===== src/rtl/hazard_ctrl_pkg.sv =====
// Shared pipeline definitions: hazard FSM state encoding and operand forward-select codes.
// Latency: n/a (types and constants only).
// Backpressure: n/a.
package hazard_ctrl_pkg;

    // Hazard controller states; MEM_WAIT remembers which of the others it interrupted.
    typedef enum logic [1:0] {
        RUN        = 2'b00,
        LOAD_STALL = 2'b01,
        REDIRECT   = 2'b10,
        MEM_WAIT   = 2'b11
    } hz_state_t;

    // ALU operand source select driven to the E-stage muxes.
    localparam logic [1:0] FWD_RF = 2'b00;
    localparam logic [1:0] FWD_W  = 2'b01;
    localparam logic [1:0] FWD_M  = 2'b10;

endpackage


===== src/rtl/hazard_ctrl_fwd_sel.sv =====
// Forward-select for one E-stage source operand: picks M result, W result or register file.
// Latency: purely combinational.
// Backpressure: none; the caller gates the result during reset.
module fwd_sel
    import hazard_ctrl_pkg::*;
#(
    parameter int REG_ADDR_W = 5
) (
    input  logic [REG_ADDR_W-1:0] rs,
    input  logic [REG_ADDR_W-1:0] rd_m,
    input  logic [REG_ADDR_W-1:0] rd_w,
    input  logic                  reg_write_m,
    input  logic                  reg_write_w,
    output logic [1:0]            sel
);

    // M holds the younger result, so it wins over W; x0 is hardwired zero and never forwarded.
    always_comb begin
        sel = FWD_RF;
        if (reg_write_m && (rd_m != '0) && (rd_m == rs)) begin
            sel = FWD_M;
        end else if (reg_write_w && (rd_w != '0) && (rd_w == rs)) begin
            sel = FWD_W;
        end
    end

endmodule


===== src/rtl/hazard_ctrl.sv =====
// Pipeline hazard controller: load-use stall, branch redirect flush, memory-wait hold, operand forwarding.
// Latency: stall/flush/forward outputs are combinational from inputs and the registered FSM state.
// Backpressure: mem_ready=0 holds all four stages and defers pending redirect flushes. Optional HAZARD_PERF_EN adds stall/flush counters.
module hazard_ctrl
    import hazard_ctrl_pkg::*;
#(
    parameter int REG_ADDR_W = 5,
    parameter int CNT_W      = 32
) (
    input  logic                  clk,
    input  logic                  reset,
    input  logic [REG_ADDR_W-1:0] rs1_d,
    input  logic [REG_ADDR_W-1:0] rs2_d,
    input  logic [REG_ADDR_W-1:0] rs1_e,
    input  logic [REG_ADDR_W-1:0] rs2_e,
    input  logic [REG_ADDR_W-1:0] rd_e,
    input  logic                  load_e,
    input  logic [REG_ADDR_W-1:0] rd_m,
    input  logic [REG_ADDR_W-1:0] rd_w,
    input  logic                  reg_write_m,
    input  logic                  reg_write_w,
    input  logic                  pc_src_e,
    input  logic                  mem_ready,
    output logic                  stall_f,
    output logic                  stall_d,
    output logic                  stall_e,
    output logic                  stall_m,
    output logic                  flush_d,
    output logic                  flush_e,
`ifdef HAZARD_PERF_EN
    output logic [CNT_W-1:0]      stall_cycles,
    output logic [CNT_W-1:0]      flush_cycles,
`endif
    output logic [1:0]            fwd_a_e,
    output logic [1:0]            fwd_b_e
);

    hz_state_t state, state_nxt;
    hz_state_t ret_state, ret_nxt;   // state interrupted by a memory wait
    logic      pend, pend_nxt;       // redirect seen while E was held
    hz_state_t eff_state;
    logic      eff_pc;
    logic      load_use;
    logic [1:0] sel_a, sel_b;

    assign load_use = load_e && (rd_e != '0) && ((rd_e == rs1_d) || (rd_e == rs2_d));

    // On leaving MEM_WAIT, act exactly as the interrupted state would, with any held redirect replayed.
    assign eff_state = (state == MEM_WAIT) ? ret_state : state;
    assign eff_pc    = pc_src_e || ((state == MEM_WAIT) && pend);

    // State, resume state and pending-redirect registers.
    always_ff @(posedge clk or posedge reset) begin
        if (reset) begin
            state     <= RUN;
            ret_state <= RUN;
            pend      <= 1'b0;
        end else begin
            state     <= state_nxt;
            ret_state <= ret_nxt;
            pend      <= pend_nxt;
        end
    end

    // Next-state and stall/flush decode; redirect beats load-use, memory wait beats everything.
    always_comb begin
        stall_f   = 1'b0;
        stall_d   = 1'b0;
        stall_e   = 1'b0;
        stall_m   = 1'b0;
        flush_d   = 1'b0;
        flush_e   = 1'b0;
        state_nxt = state;
        ret_nxt   = ret_state;
        pend_nxt  = pend;
        if (!mem_ready) begin
            stall_f   = 1'b1;
            stall_d   = 1'b1;
            stall_e   = 1'b1;
            stall_m   = 1'b1;
            state_nxt = MEM_WAIT;
            if (state == MEM_WAIT) begin
                pend_nxt = pend || pc_src_e;
            end else begin
                ret_nxt  = state;
                pend_nxt = pc_src_e;
            end
        end else begin
            ret_nxt  = RUN;
            pend_nxt = 1'b0;
            case (eff_state)
                REDIRECT: begin
                    // Fetch's registered next PC means one more wrong-path instruction reaches D.
                    flush_d   = 1'b1;
                    state_nxt = RUN;
                end
                default: begin
                    if (eff_pc) begin
                        flush_d   = 1'b1;
                        flush_e   = 1'b1;
                        state_nxt = REDIRECT;
                    end else if ((eff_state == RUN) && load_use) begin
                        stall_f   = 1'b1;
                        stall_d   = 1'b1;
                        flush_e   = 1'b1;
                        state_nxt = LOAD_STALL;
                    end else begin
                        state_nxt = RUN;
                    end
                end
            endcase
        end
        // Reset fills D and E with bubbles and releases every hold.
        if (reset) begin
            stall_f = 1'b0;
            stall_d = 1'b0;
            stall_e = 1'b0;
            stall_m = 1'b0;
            flush_d = 1'b1;
            flush_e = 1'b1;
        end
    end

    fwd_sel #(.REG_ADDR_W(REG_ADDR_W)) u_fwd_a (
        .rs          (rs1_e),
        .rd_m        (rd_m),
        .rd_w        (rd_w),
        .reg_write_m (reg_write_m),
        .reg_write_w (reg_write_w),
        .sel         (sel_a)
    );

    fwd_sel #(.REG_ADDR_W(REG_ADDR_W)) u_fwd_b (
        .rs          (rs2_e),
        .rd_m        (rd_m),
        .rd_w        (rd_w),
        .reg_write_m (reg_write_m),
        .reg_write_w (reg_write_w),
        .sel         (sel_b)
    );

    assign fwd_a_e = reset ? FWD_RF : sel_a;
    assign fwd_b_e = reset ? FWD_RF : sel_b;

`ifdef HAZARD_PERF_EN
    // Saturating counters of fetch-stall cycles and D-flush cycles.
    always_ff @(posedge clk or posedge reset) begin
        if (reset) begin
            stall_cycles <= '0;
            flush_cycles <= '0;
        end else begin
            if (stall_f && (stall_cycles != '1)) begin
                stall_cycles <= stall_cycles + CNT_W'(1);
            end
            if (flush_d && (flush_cycles != '1)) begin
                flush_cycles <= flush_cycles + CNT_W'(1);
            end
        end
    end
`endif

endmodule


===== config.mk =====
export PLATFORM = sky130hd
export DESIGN_NAME = hazard_ctrl
export DESIGN_NICKNAME = d
export VERILOG_FILES = /design/src/rtl/hazard_ctrl_pkg.sv /design/src/rtl/hazard_ctrl_fwd_sel.sv /design/src/rtl/hazard_ctrl.sv
export SDC_FILE = /design/constraint.sdc
export NUM_CORES = 1
export LEC_CHECK = 0
export CAP_MARGIN = 20
export CORE_AREA = 5 5 50 52
export CTS_CLUSTER_DIAMETER = 60
export DETAILED_ROUTE_END_ITERATION = 8
export DIE_AREA = 0 0 55 57
export GPL_ROUTABILITY_DRIVEN = 0
export GPL_TIMING_DRIVEN = 0
export PLACE_DENSITY = 0.84
export SYNTH_ARGS = -nofsm -noshare
export SYNTH_HDL_FRONTEND = slang
export SYNTH_SLANG_ARGS = --single-unit

===== constraint.sdc =====
create_clock -name clk -period 3.2 [get_ports clk]
set_input_delay 0.64 -clock clk [delete_from_list [all_inputs] [get_ports clk]]
set_output_delay 0.64 -clock clk [all_outputs]
set_load 0.03 [all_outputs]

# Word level (Yosys, flattened, before mapping)
# Cells that the tools add are included.
# totals
wordCells	57
output_inout_bits	10
reg_bits	5
inputBits	42
# op_classes
reduce_logical	17
muxes	29
n_eq_ne	8
# op_table
operator	n
$eq 5x5->1	6
$mux 1	20
$mux 2	9
$reduce_bool 5->1	3
$logic_and 1x1->1	10
$eq 2x2->1 const B	2
$logic_or 1x1->1	3
$logic_not 2->1	1

# Logic depth before layout (Yosys ltp)
# logic_depth
depth_word	9
depth_mapped	5
ltp_nobuf	4

# Modules after synthesis
# Synthesis repeated with hierarchy kept, for this count alone.
# hier_totals
hier_cells	92
hier_area_um2	730.7
# modules_own_cells
mod	cells_per_inst	area_per_inst_um2	instances	seq_area_each_um2
hazard_ctrl	52	427.9	1	125.1
fwd_sel	20	151.4	2	0.0

# Worst setup path before layout
# Ideal clock, no wire load.
# synth_timing
path_kind	input port to output port
startpoint	input port rd_m[1]
endpoint	output port fwd_b_e[0]
path_stages	4
arrival_ns	2.146
t_required_ns	2.560
n_path_buf	0
path_slack_ns	0.414
cell_sequence	or4_1 -> o21ai_2 -> nor3_1 -> nor3_1
# synth_between
elab_chain_cells	5
elab_cells_between_ends	6
classes_between	eq/ne: 1; mux: 2; reduce/logical: 3
# synth_rtl
item	line	text
start: declaration	hazard_ctrl.sv:18	input logic [REG_ADDR_W-1:0] rd_m,
$reduce_bool 5->1	hazard_ctrl_fwd_sel.sv:20	if (reg_write_m && (rd_m != '0) && (rd_m == rs)) begin
$logic_and 1x1->1	hazard_ctrl_fwd_sel.sv:20	
$logic_and 1x1->1 (*)	hazard_ctrl_fwd_sel.sv:20	
$mux 2 (*)	hazard_ctrl_fwd_sel.sv:20	
$mux 2 (*)	hazard_ctrl.sv:143	assign fwd_b_e = reset ? FWD_RF : sel_b;
end: declaration	hazard_ctrl.sv:35	output logic [1:0] fwd_b_e
# Mark *: on every way between the ends. The rest lies on a longest branch, timed or not.

# Final worst setup path
# layout_timing
startpoint	input port rd_m[1]
endpoint	output port fwd_a_e[0]
# layout_between
elab_chain_cells	5
elab_cells_between_ends	6
classes_between	eq/ne: 1; mux: 2; reduce/logical: 3
# layout_rtl
item	line	text
$reduce_bool 5->1	hazard_ctrl_fwd_sel.sv:20	
$logic_and 1x1->1	hazard_ctrl_fwd_sel.sv:20	
$logic_and 1x1->1 (*)	hazard_ctrl_fwd_sel.sv:20	
$mux 2 (*)	hazard_ctrl_fwd_sel.sv:20	
$mux 2 (*)	hazard_ctrl.sv:142	assign fwd_a_e = reset ? FWD_RF : sel_a;
end: declaration	hazard_ctrl.sv:34	output logic [1:0] fwd_a_e,
# Marks and branches as above.

==> tab_implementation.tex <==
\begin{tabular}{lr}
\hline
Metric & Value \\
\hline
\multicolumn{2}{l}{\textbf{Global route}} \\
Gr usage total & 15.3\% \\
Vias in the first global route & 954 \\
First-pass GRT wire length & 3.58 mm \\
Maximum number of pins on one net before global-route repair & 10 \\
Aggregate global routing overflow & 0 \\
Antenna violations before repair & 0 \\
\multicolumn{2}{l}{\textbf{Logic synthesis}} \\
Count of unique library cells instantiated by Yosys & 29 \\
Most common library cells after synthesis & sky130\_fd\_sc\_hd\_\_xor2\_1 (18), sky130\_fd\_sc\_hd\_\_xnor2\_1 (12) \\
Cell count after synthesis & 90 \\
Synthesis Warnings & 0 \\
Number of flops mapped to enable cells by yosys & 0 \\
Sequential-to-total area share from yosys stat & 17.6\% \\
Ys async rst share & 100\% \\
Share of the synthesized netlist area taken by xor and xnor gates & 36.9\% \\
Most area-consuming cells after synthesis & sky130\_fd\_sc\_hd\_\_xor2\_1 (22\%), sky130\_fd\_sc\_hd\_\_dfrtp\_1 (18\%), sky130\_fd\_sc\_hd\_\_xnor2\_1 (15\%) \\
Library cell with the largest summed area after synthesis & sky130\_fd\_sc\_hd\_\_xor2\_1 \\
Combinational family with the most area after synthesis & XOR/XNOR gates \\
Most common cell in the synthesized netlist & sky130\_fd\_sc\_hd\_\_xor2\_1 \\
Register bit total from synthesis & 5 \\
Post-synthesis average cell area & 7.91 um\^{}2 \\
Portion of synthesized cell area occupied by the leading cell type & 22.1\% \\
Post-Syn Nets & 132 \\
Post-synthesis cell area & 712 um\^{}2 \\
Top\_reg\_cell synth & sky130\_fd\_sc\_hd\_\_dfrtp\_1 \\
Synth Area in Compound Gates & 15.5\% \\
Post-synthesis share of cell area spent on full adders, half adders and majority gates & 0\% \\
Mux cell area share after synthesis & 0\% \\
Synth Area in Simple Gates & 24.8\% \\
\multicolumn{2}{l}{\textbf{Worst setup path}} \\
R2R Path End & state[0] \\
Stage delay of the slowest cell on the critical path & 0.58 ns \\
Reg-to-reg setup timing slack & 1.98 ns \\
Highest fanout seen on the critical path & 4 \\
Worst Setup Path Type & input pin to output pin \\
FF-to-FF Start & state[0] \\
Top cell family by delay on the critical path & simple AND/OR/NAND/NOR gates \\
Crit path arrival time & 2.48 ns \\
Kind of start point of the critical path & input pin \\
Worst Path Buf+Inv & 2 \\
FF-to-FF path depth & 4 \\
Endpoint kind of the worst setup timing path & output pin \\
CP Cell Sequence & clkdlybuf4s50\_1 -> or4\_4 -> o21ai\_2 -> nor3\_2 -> nor4\_2 -> buf\_4 \\
Slowest library cell on the worst path & sky130\_fd\_sc\_hd\_\_or4\_4 \\
Critical path data required time & 2.56 ns \\
\multicolumn{2}{l}{\textbf{Timing}} \\
Worst-Margin Slew & 0.355 ns \\
Hold violation count in the final report & 0 \\
Unrepaired setup endpoints after global routing & no \\
Post-route clock skew & 0.0000653 ns \\
Number of max-slew violations in the final report & 0 \\
Final setup viols & 0 \\
Final Critical Period & 3.12 ns \\
Fraction of the cycle the final worst path needs & 97.6\% \\
Achievable frequency & 320 MHz \\
Max-slew headroom at the worst pin & 76.3\% \\
Total Neg Setup Slack & 0 ns \\
\multicolumn{2}{l}{\textbf{Layout}} \\
Antenna cell count & 0 \\
Multi-input gate area in the final layout & 553 um\^{}2 \\
Area growth syn-to-layout & 78.0\% \\
Flip-flop and latch area & 125 um\^{}2 \\
Core utilization of the finished layout & 61.4\% \\
Layout cell share with drive strength beyond 1 & 10.3\% \\
Fill cell count & 185 \\
Final layout net count & 188 \\
\multicolumn{2}{l}{\textbf{Clock network}} \\
Cts-stage hold buffer count & 0 \\
Number of buffers created by CTS & 3 \\
Clock latency of the later-clocked register in the worst-skew pair & 0.24 ns \\
Largest buffer count on any clock path & 2 \\
CTS tree & yes \\
Root Driver & sky130\_fd\_sc\_hd\_\_clkbuf\_4 \\
Number of clock sinks & 5 \\
Clock-pin slew on the worst setup and hold paths & 0.04 ns \\
Level count of the clock H-tree & 1 \\
\multicolumn{2}{l}{\textbf{Floorplanning}} \\
Die width & 55 um \\
Initial Utilization & 34.5\% \\
Std-Cell Rows & 17 \\
Area of the die & 3140 um\^{}2 \\
Number of I/O pins & 52 \\
Area inside the core boundary & 2060 um\^{}2 \\
Floorplan die height & 57 um \\
\multicolumn{2}{l}{\textbf{Drt}} \\
Number of DRC violations after detailed-routing iteration 0 & 2 \\
Via count normalized by instance count & 5.09 \\
DRC violation count after routing & 0 \\
Number of nets with antenna violations after routing & 0 \\
Drt total wl & 2.35 mm \\
Drt wl/cell & 13.6 um \\
First-pass iteration count of the detailed router & 4 \\
Count of vias placed by the detailed router & 880 \\
\multicolumn{2}{l}{\textbf{Worst hold path}} \\
Start point of the worst min-delay path & ret\_state[0] \\
Instance count along the most critical hold path & 1 \\
Hold Path End & ret\_state[0] \\
Type of the worst min-delay path & register to register \\
\multicolumn{2}{l}{\textbf{Power}} \\
Maximum resistive drop on vdd & 148 uV \\
Leakage power total & 0.504 nW \\
Power per standard cell area & 232 nW/um\^{}2 \\
\multicolumn{2}{l}{\textbf{Placed design}} \\
Count of buffers from port buffering & 50 \\
Detail Placement HPWL & 2.09 mm \\
\multicolumn{2}{l}{\textbf{Job}} \\
Number of violations of the max-capacitance limit & 0 \\
\multicolumn{2}{l}{\textbf{Outcome}} \\
Status & finished clean \\
\hline
\end{tabular}
metrics by stage:
step | area, um^2 | setup WS (ns) | hold slack [ns] | cells | power, mW
floorplan | 712 | 0.414 | 0.443 | 90 | 0.141
detailed placement | 1250 | -0.440 | 0.518 | 168 | 0.226
global placement | 1250 | -0.440 | 0.497 | 168 | 0.221
CTS | 1260 | 0.0391 | 0.527 | 172 | 0.298
global route | 1270 | 0.00725 | 0.534 | 173 | 0.315
finish | 1270 | 0.0778 | 0.525 | 173 | 0.294
cell families after synthesis:
group / after synthesis
xor gates and xnor gates: 30
and+or+nand+nor: 31
AOI/OAI and AO/OA: 16
DFF: 5
buffers and inverters: 8
placed cells by master, fill, tap and decap left out, types with 3 or more instances in the layout:
| cell type | count |
|---|---|
| sky130_fd_sc_hd__xor2_1 | 18 |
| sky130_fd_sc_hd__or4_1 | 3 |
| sky130_fd_sc_hd__nor3_1 | 5 |
| sky130_fd_sc_hd__dfrtp_1 | 5 |
| sky130_fd_sc_hd__inv_1 | 4 |
| sky130_fd_sc_hd__clkdlybuf4s50_1 | 43 |
| sky130_fd_sc_hd__clkbuf_4 | 3 |
| sky130_fd_sc_hd__nand2_1 | 5 |
| sky130_fd_sc_hd__nand3_1 | 5 |
| sky130_fd_sc_hd__dlygate4sd2_1 | 4 |
| sky130_fd_sc_hd__buf_4 | 4 |
| sky130_fd_sc_hd__xnor2_1 | 12 |
| sky130_fd_sc_hd__nor2_1 | 5 |
report_power, final:
part           switching, mW  internal (mW)
Clock                 0.0233         0.0470
Combinational         0.0673         0.0845
Sequential           0.00472         0.0676
Total                 0.0953          0.199
how the worst max path moves through the flow:
stage	slack, ns	end	startpoint	cells past startpoint
4_1_cts	0.04	stall_f	rd_e[1]	7
6_report	0.08	fwd_a_e[0]	rd_m[1]	6
5_1_grt	0.007	fwd_b_e[0]	rd_m[2]	6
3_3_place_gp	-0.44	fwd_a_e[0]	reset	6
3_5_place_dp	-0.44	fwd_a_e[0]	reset	6
2_1_floorplan	0.41	fwd_b_e[0]	rd_m[1]	4
cell type report:
class / instances / share of cell area [%]
Multi-Input combinational cell: 77 / 43.6
Clock buffer: 4 / 2.07
Tap cell: 28 / 2.76
Timing Repair Buffer: 51 / 38.7
Inverter: 5 / 1.48
Sequential cell: 5 / 9.87
Buffer: 3 / 1.48
registers in the layout, summed over array words and instances (netlist names):
name and flops:
pend 1, state 2, ret_state 2
repair_timing:
| item | 4_1_cts | 5_1_grt |
|---|---|---|
| gates cloned | 0 | 0 |
| endpoints found under the setup margin | 7 | 3 |
| buffers inserted | 0 | 1 |
| pin swaps | 0 | 1 |
| gates resized for setup | 18 | 5 |
routing by layer:
layer / routed length (um) / GRT usage (%) / vias up
li1: - / - / 428
met1: 764 / 12.3 / 394
met2: 1210 / 29.2 / 52
met3: 311 / 5.22 / 6
met4: 62 / 9.38 / 0
met5: 0 / 0 / -
No activity file was read; power rests on OpenSTA's default activity.
